**src/rtl/output_layer_pkg.sv**
```systemverilog
// output_layer_pkg: AXI write constants, DDR3 row/layer address shifts and writer FSM encoding
package output_layer_pkg;
    localparam logic [2:0] AWSIZE_8B = 3'd3;
    localparam logic [1:0] BURST_INCR = 2'd1;
    localparam logic [3:0] AWCACHE = 4'b0011;
    localparam int BEATS_PER_ROW = 8;
    localparam int ROW_SHIFT = 6;
    localparam int LAYER_SHIFT = 12;
    typedef enum logic [1:0] {IDLE, AW, W, B} wr_state_t;
endpackage

```
**src/rtl/row_pack_buffer.sv**
```systemverilog
// row_pack_buffer: two 64-byte ping-pong row buffers; byte-lane write port (wr_*), beat read port (rd_*), release (rel), full flags and drain tag
module row_pack_buffer
    import output_layer_pkg::*;
#(
    parameter int TAG_WIDTH = 20
) (
    input  logic                 clk,
    input  logic                 reset,
    input  logic                 wr_en,
    input  logic [5:0]           wr_col,
    input  logic [7:0]           wr_byte,
    input  logic                 wr_last,
    input  logic [TAG_WIDTH-1:0] wr_tag,
    input  logic [2:0]           rd_beat,
    output logic [63:0]          rd_data,
    input  logic                 rel,
    output logic                 fill_full,
    output logic                 drain_full,
    output logic [TAG_WIDTH-1:0] drain_tag
);
    logic [63:0] mem [2][BEATS_PER_ROW];
    logic [TAG_WIDTH-1:0] tag [2];
    logic [1:0] full;
    logic fill_ptr;
    logic drain_ptr;
    assign rd_data = mem[drain_ptr][rd_beat];
    assign fill_full = full[fill_ptr];
    assign drain_full = full[drain_ptr];
    assign drain_tag = tag[drain_ptr];
    always_ff @(posedge clk) begin
        if (reset) begin
            for (int i = 0; i < 2; i++)
                for (int j = 0; j < BEATS_PER_ROW; j++)
                    mem[i][j] <= '0;
            tag[0] <= '0;
            tag[1] <= '0;
            full <= '0;
            fill_ptr <= 1'b0;
            drain_ptr <= 1'b0;
        end else begin
            if (wr_en) begin
                mem[fill_ptr][wr_col[5:3]][{wr_col[2:0], 3'b000} +: 8] <= wr_byte;
                if (wr_last) begin
                    full[fill_ptr] <= 1'b1;
                    tag[fill_ptr] <= wr_tag;
                    fill_ptr <= ~fill_ptr;
                end
            end
            if (rel) begin
                for (int j = 0; j < BEATS_PER_ROW; j++)
                    mem[drain_ptr][j] <= '0;
                full[drain_ptr] <= 1'b0;
                drain_ptr <= ~drain_ptr;
            end
        end
    end
endmodule

```
**src/rtl/output_layer_writer.sv**
```systemverilog
// output_layer_writer: packs a valid/ready pixel byte stream into 64-byte rows and writes each as an 8-beat AXI4 INCR burst; config/start/done/wr_error control, output_layer_1_* stream, M_axi_* master (read channel tied off)
module output_layer_writer
    import output_layer_pkg::*;
#(
    parameter int C_S_AXI_ID_WIDTH = 3,
    parameter int C_S_AXI_ADDR_WIDTH = 32,
    parameter int C_S_AXI_DATA_WIDTH = 64,
    parameter int C_S_AXI_BURST_LEN = 8,
    parameter int STREAM_DATA_WIDTH = 8
) (
    input  logic                            clk,
    input  logic                            reset,
    input  logic [C_S_AXI_ADDR_WIDTH-1:0]   axi_address,
    input  logic [9:0]                      no_of_output_layers,
    input  logic [9:0]                      output_layer_row_size,
    input  logic [9:0]                      output_layer_col_size,
    input  logic                            start,
    output logic                            done,
    output logic                            wr_error,
    input  logic [STREAM_DATA_WIDTH-1:0]    output_layer_1_data,
    input  logic                            output_layer_1_valid,
    output logic                            output_layer_1_rdy,
    output logic [C_S_AXI_ID_WIDTH-1:0]     M_axi_awid,
    output logic [C_S_AXI_ADDR_WIDTH-1:0]   M_axi_awaddr,
    output logic [7:0]                      M_axi_awlen,
    output logic [2:0]                      M_axi_awsize,
    output logic [1:0]                      M_axi_awburst,
    output logic                            M_axi_awlock,
    output logic [3:0]                      M_axi_awcache,
    output logic [2:0]                      M_axi_awprot,
    output logic [3:0]                      M_axi_awqos,
    output logic                            M_axi_awvalid,
    input  logic                            M_axi_awready,
    output logic [C_S_AXI_DATA_WIDTH-1:0]   M_axi_wdata,
    output logic [C_S_AXI_DATA_WIDTH/8-1:0] M_axi_wstrb,
    output logic                            M_axi_wlast,
    output logic                            M_axi_wvalid,
    input  logic                            M_axi_wready,
    input  logic [C_S_AXI_ID_WIDTH-1:0]     M_axi_bid,
    input  logic [1:0]                      M_axi_bresp,
    input  logic                            M_axi_bvalid,
    output logic                            M_axi_bready,
    output logic [C_S_AXI_ID_WIDTH-1:0]     M_axi_arid,
    output logic [C_S_AXI_ADDR_WIDTH-1:0]   M_axi_araddr,
    output logic [7:0]                      M_axi_arlen,
    output logic [2:0]                      M_axi_arsize,
    output logic [1:0]                      M_axi_arburst,
    output logic                            M_axi_arlock,
    output logic [3:0]                      M_axi_arcache,
    output logic [2:0]                      M_axi_arprot,
    output logic [3:0]                      M_axi_arqos,
    output logic                            M_axi_arvalid,
    input  logic                            M_axi_arready,
    input  logic [C_S_AXI_ID_WIDTH-1:0]     M_axi_rid,
    input  logic [C_S_AXI_DATA_WIDTH-1:0]   M_axi_rdata,
    input  logic [1:0]                      M_axi_rresp,
    input  logic                            M_axi_rlast,
    input  logic                            M_axi_rvalid,
    output logic                            M_axi_rready
);
    wr_state_t state;
    wr_state_t next_state;
    logic busy;
    logic [C_S_AXI_ADDR_WIDTH-1:0] base;
    logic [9:0] n_lay;
    logic [9:0] n_row;
    logic [9:0] n_col;
    logic [9:0] col;
    logic [9:0] lay;
    logic [9:0] row;
    logic [2:0] beat;
    logic [19:0] drain_tag;
    logic fill_full;
    logic drain_full;
    logic xfer;
    logic col_end;
    logic lay_end;
    logic rel;
    logic last_burst;
    logic unused_ok;
    assign output_layer_1_rdy = busy & ~fill_full;
    assign xfer = output_layer_1_valid & output_layer_1_rdy;
    assign col_end = col == n_col - 10'd1;
    assign lay_end = lay == n_lay - 10'd1;
    assign rel = state == B && M_axi_bvalid;
    assign last_burst = drain_tag == {n_lay - 10'd1, n_row - 10'd1};
    row_pack_buffer #(.TAG_WIDTH(20)) u_buf (
        .clk(clk),
        .reset(reset),
        .wr_en(xfer),
        .wr_col(col[5:0]),
        .wr_byte(output_layer_1_data[7:0]),
        .wr_last(col_end),
        .wr_tag({lay, row}),
        .rd_beat(beat),
        .rd_data(M_axi_wdata),
        .rel(rel),
        .fill_full(fill_full),
        .drain_full(drain_full),
        .drain_tag(drain_tag)
    );
    always_ff @(posedge clk) begin
        if (reset) begin
            busy <= 1'b0;
            done <= 1'b0;
            wr_error <= 1'b0;
            base <= '0;
            n_lay <= '0;
            n_row <= '0;
            n_col <= '0;
            col <= '0;
            lay <= '0;
            row <= '0;
        end else begin
            done <= rel && last_burst;
            if (start && !busy) begin
                busy <= 1'b1;
                wr_error <= 1'b0;
                base <= axi_address;
                n_lay <= no_of_output_layers;
                n_row <= output_layer_row_size;
                n_col <= output_layer_col_size;
                col <= '0;
                lay <= '0;
                row <= '0;
            end else begin
                if (rel && last_burst) busy <= 1'b0;
                if (rel && |M_axi_bresp) wr_error <= 1'b1;
                if (xfer) begin
                    col <= col_end ? '0 : col + 10'd1;
                    if (col_end) begin
                        lay <= lay_end ? '0 : lay + 10'd1;
                        row <= lay_end ? row + 10'd1 : row;
                    end
                end
            end
        end
    end
    always_ff @(posedge clk) begin
        if (reset) begin
            state <= IDLE;
            beat <= '0;
        end else begin
            state <= next_state;
            beat <= (state == W && M_axi_wready) ? beat + 3'd1 : beat;
        end
    end
    always_comb begin
        next_state = state;
        case (state)
            IDLE: next_state = drain_full ? AW : IDLE;
            AW: next_state = M_axi_awready ? W : AW;
            W: next_state = (M_axi_wready && beat == 3'd7) ? B : W;
            default: next_state = M_axi_bvalid ? IDLE : B;
        endcase
    end
    always_comb begin
        M_axi_awvalid = state == AW;
        M_axi_wvalid = state == W;
        M_axi_wlast = state == W && beat == 3'd7;
        M_axi_bready = state == B;
    end
    assign M_axi_awaddr = base + (C_S_AXI_ADDR_WIDTH'(drain_tag[19:10]) << LAYER_SHIFT) + (C_S_AXI_ADDR_WIDTH'(drain_tag[9:0]) << ROW_SHIFT);
    assign M_axi_awid = '0;
    assign M_axi_awlen = 8'(C_S_AXI_BURST_LEN - 1);
    assign M_axi_awsize = AWSIZE_8B;
    assign M_axi_awburst = BURST_INCR;
    assign M_axi_awlock = 1'b0;
    assign M_axi_awcache = AWCACHE;
    assign M_axi_awprot = '0;
    assign M_axi_awqos = '0;
    assign M_axi_wstrb = '1;
    assign M_axi_arid = '0;
    assign M_axi_araddr = '0;
    assign M_axi_arlen = '0;
    assign M_axi_arsize = '0;
    assign M_axi_arburst = '0;
    assign M_axi_arlock = 1'b0;
    assign M_axi_arcache = '0;
    assign M_axi_arprot = '0;
    assign M_axi_arqos = '0;
    assign M_axi_arvalid = 1'b0;
    assign M_axi_rready = 1'b0;
    assign unused_ok = ^{M_axi_bid, M_axi_arready, M_axi_rid, M_axi_rdata, M_axi_rresp, M_axi_rlast, M_axi_rvalid, output_layer_1_data};
endmodule

```
**config.mk**
```make
export PLATFORM = sky130hd
export DESIGN_NAME = output_layer_writer
export DESIGN_NICKNAME = d
export VERILOG_FILES = /design/src/rtl/output_layer_pkg.sv /design/src/rtl/row_pack_buffer.sv /design/src/rtl/output_layer_writer.sv
export SDC_FILE = /design/constraint.sdc
export NUM_CORES = 2
export LEC_CHECK = 0
export ABC_AREA = 1
export BUFFER_PORTS_ARGS = -buffer_cell sky130_fd_sc_hd__buf_4
export CAP_MARGIN = 20
export CORE_MARGIN = 8
export CORE_UTILIZATION = 50
export CTS_BUF_LIST = sky130_fd_sc_hd__clkbuf_8
export DETAILED_ROUTE_END_ITERATION = 6
export PLACE_DENSITY = 0.67
export SYNTH_ARGS = -nofsm -noshare
export SYNTH_HDL_FRONTEND = slang
export SYNTH_SLANG_ARGS = --single-unit
export TNS_END_PERCENT = 20
```
**constraint.sdc**
```tcl
create_clock -name clk -period 5.7 [get_ports clk]
set_clock_uncertainty 0.1 [all_clocks]
set_input_delay 0.855 -clock clk [delete_from_list [all_inputs] [get_ports clk]]
set_output_delay 0.855 -clock clk [all_outputs]
set_load 0.01 [all_outputs]
```
==> run_results.csv <==
group,metric,value,unit
outcome,outcome,"finished clean",
worst_setup_path,critPathKind,"reg -> out",
placed_design,placed_cell_area,59200,um2
yosys,synth_edf_count,40,
routing,dr.pass1.iters,7,
global_routing,grt_antenna_before_repair,3,
global_routing,grt_usage,29.8,%
sta,period_share,96.0,%
floorplanning,start_util,50.4,%
floorplanning,fp.coreArea,114000,um2
floorplanning,dieWidth,355,um
worst_setup_path,arrival,4.52,ns
finish,design_area,63200,um2
worst_setup_path,cpMaxStageDelayCell,"o21ai_0",
sta,worst_pin_slew,1.12,ns
yosys,synth-seq-cells,1169,
power_and_ir_drop,powerDensity,285,nW/um2
worst_setup_path,cp.buffers_inverters,4,
floorplanning,rows,124,
yosys,synth_seq_area_share,41.4,%
worst_setup_path,path_common_cell,"nand2_1",
routing,drt_iter0_drc,7143,
min_path,hp-class,"in -> reg",
worst_setup_path,crit_family,"adder cells",
sta,setup_total_negative_slack,0,ns
worst_setup_path,end_kind,"output pin",
placed_design,io_buffer_count,181,
power_and_ir_drop,ir_drop,0.215,mV
routing,routed_wl,197000,um
global_routing,grt_start_max_net_pins,204,
clock_tree,insertion_delay,0.88,ns
yosys,synthArstFlopShare,0,%
clock_tree,cts_tree,"done",
worst_setup_path,critPathMaxStageDelay,0.63,ns
clock_tree,numCtsBuffers,196,
floorplanning,fp.dieArea,126000,um2
routing,wl_per_cell,19.6,um
yosys,ys_types,48,
finish,final_common_cell,"nor2_1",
sta,rsz0062_at_grt,"true",
sta,clock.fmax,0.183,GHz
sta,slew_viol_final,0,
global_routing,grt_remaining_overflow,0,
global_routing,grt_first_pass_wirelength,305000,um
yosys,ys_warn_count,0,
clock_tree,cts_hold_buf,0,
placed_design,gp_congestion,0.921,
finish,final_cells,10050,
finish,syn2layout_area_growth,9.87,%
routing,vias,57768,
floorplanning,die-height,355,um
finish,drive_above_1_share,8.70,%
routing,ant_nets,0,
yosys,syn_area,57500,um2
yosys,synth.top_cells.by_area,"dfxtp_1 39%, nor2_1 10%, nand2_1 9.9%, o21ai_0 8.4%, a21oi_1 7.1%",
clock_tree,clk_pin_slew,0.06,ns
sta,period_needed,5.47,ns
yosys,synthesis.area_per_instance,6.80,um2
global_routing,grt_pass1_vias,52552,
clock_tree,h-tree-depth,4,
yosys,synth_top_area_cell,"dfxtp_1",
clock_tree,root_buffer,"clkbuf_8",
floorplanning,ioPinCount,355,
yosys,synth.top_cell.area_share,39.3,%
routing,remaining_drc_errors,0,
sta,relSlewSlack,25.7,%
yosys,synth_ff_type,"dfxtp_1",
finish,layout.nets,8581,
placed_design,pre_cts_slack,0.617,ns
worst_setup_path,critPathRequiredTime,4.74,ns
worst_setup_path,cp_max_fo,13,
finish,layout_common_cells,"1,575 x nor2_1, 1,518 x nand2_1, 1,124 x dfxtp_1",
sta,setup_viol,0,
yosys,synthCells,8460,
clock_tree,clockBufferDepth,3,
worst_setup_path,crit_path_start_kind,"flop",
routing,viasPerCell,5.75,
placed_design,dp.cells,9694,
sta,fin_ws,0.227,ns
finish,fin_util,55.3,%
worst_setup_path,path_cells,"buf_6, o21ai_0, inv_1, fa_1, ha_1, nand2_1, o21ai_2, nand2_1, nand2_1, inv_1, nor2_1, nand3_1, nor3_2, xor2_1, buf_4",
power_and_ir_drop,leakagePower,26.4,nW
placed_design,place.detailed.hpwl,121000,um
flow_run,maxCapViolCount,0,
sta,hold_viol,0,
clock_tree,clock_sinks,1169,
-- worst reg2reg max path: cells and delay by family (launching register included) --
kind / cells / cell delay (ns)
AND/OR/NAND/NOR: 12 / 3.02
adder cells (fa/ha/maj): 2 / 0.99
buffers and inverters: 3 / 0.65
flip-flops: 1 / 0.34
AO/OA/AOI/OAI: 1 / 0.16
-- stage by stage --
step	total power [W]	hold WS (ns)
after floorplan	0.0102	0.338
after global placement	0.0106	0.342
after detailed placement	0.0106	0.350
after CTS	0.0181	0.0323
after global routing	0.0188	0.0708
final	0.0180	0.102
-- registers in the layout, indices dropped and copies added (netlist names), 2 cells and up, named ones only --
register    flops
col            10
state           2
u_buf.full      2
n_col          10
u_buf.tag      40
beat            3
u_buf.mem    1024
base           32
row            10
n_lay          10
n_row          10
lay            10
-- logic make-up after synthesis --
kind of cell / synth area share [%]
AND/OR/NAND/NOR: 28.6
multiplexers: 0.0174
flip-flops: 41.4
other: 0.0131
AO/OA/AOI/OAI: 19.2
XOR/XNOR: 1.03
adder cells (fa/ha/maj): 1.02
buffers and inverters: 8.64
-- cells in the mapped netlist, types with 6 or more instances --
cell type  number
nand3b_2        7
nand2_1      1519
nor2_1       1576
inv_2          49
nor4_1         10
buf_4         110
clkbuf_1      410
buf_2          94
ha_1           39
nor2_2         21
dfxtp_1      1129
xor2_1         54
inv_1         438
o21ai_1        19
nor3_1         55
buf_6           6
nand3_2        18
nand3_1       630
edfxtp_1       40
nand2_2         8
or2_2           8
o221ai_1      114
nand4_1        40
a21oi_1       817
o22ai_1        82
buf_1          56
xnor2_1        11
o21ai_0       971
o211ai_1       62
clkinv_1        7
nand3_4        30
-- metal layers --
layer  global-route usage (%)  up-vias  wire [um]
li1                         -    27633          -
met2                     45.5     2773      86600
met4                     14.0        0       9060
met1                     40.4    26851      82900
met5                        0        -          0
met3                     5.79      511      18500
-- area by class of cell --
type,count,area (um2)
antenna,2,5.00
fill,11177,51000
timing repair buffer,306,2490
clock buffer,245,3370
clock inverter,106,559
inverter,494,1900
tap,1512,1890
sequential,1169,23800
multi-input combinational,6216,29200
-- path summary, 6_finish.rpt --
kind | from | to | cells past startpoint | slack [ns]
setup / recovery | flop | M_axi_awaddr[31] | 15 | 0.23
hold / removal | axi_address[27] | base[27]$_SDFFE_PP0P_ | 3 | 0.10
hold reg to reg | u_buf.mem[1][508]$_SDFFE_PP0P_ | u_buf.mem[1][508]$_SDFFE_PP0P_ | 2 | 0.36
setup reg to reg | col[0]$_SDFFE_PP0N_ | u_buf.mem[0][482]$_SDFFE_PP0P_ | 18 | 0.37
-- report_power, final --
| part | switching [W] | internal [W] | total, W |
|---|---|---|---|
| Sequential | 0.000181 | 0.00864 | 0.00883 |
| Clock | 0.00356 | 0.00396 | 0.00752 |
| Combinational | 0.00114 | 0.000542 | 0.00168 |
| Total | 0.00488 | 0.0131 | 0.0180 |
-- timing repair --
action,4_1_cts,5_1_grt
gates resized for setup,3,4
buffers inserted,1,0
endpoints found under the setup margin,2,2
Power figures use the tool's default switching activity.
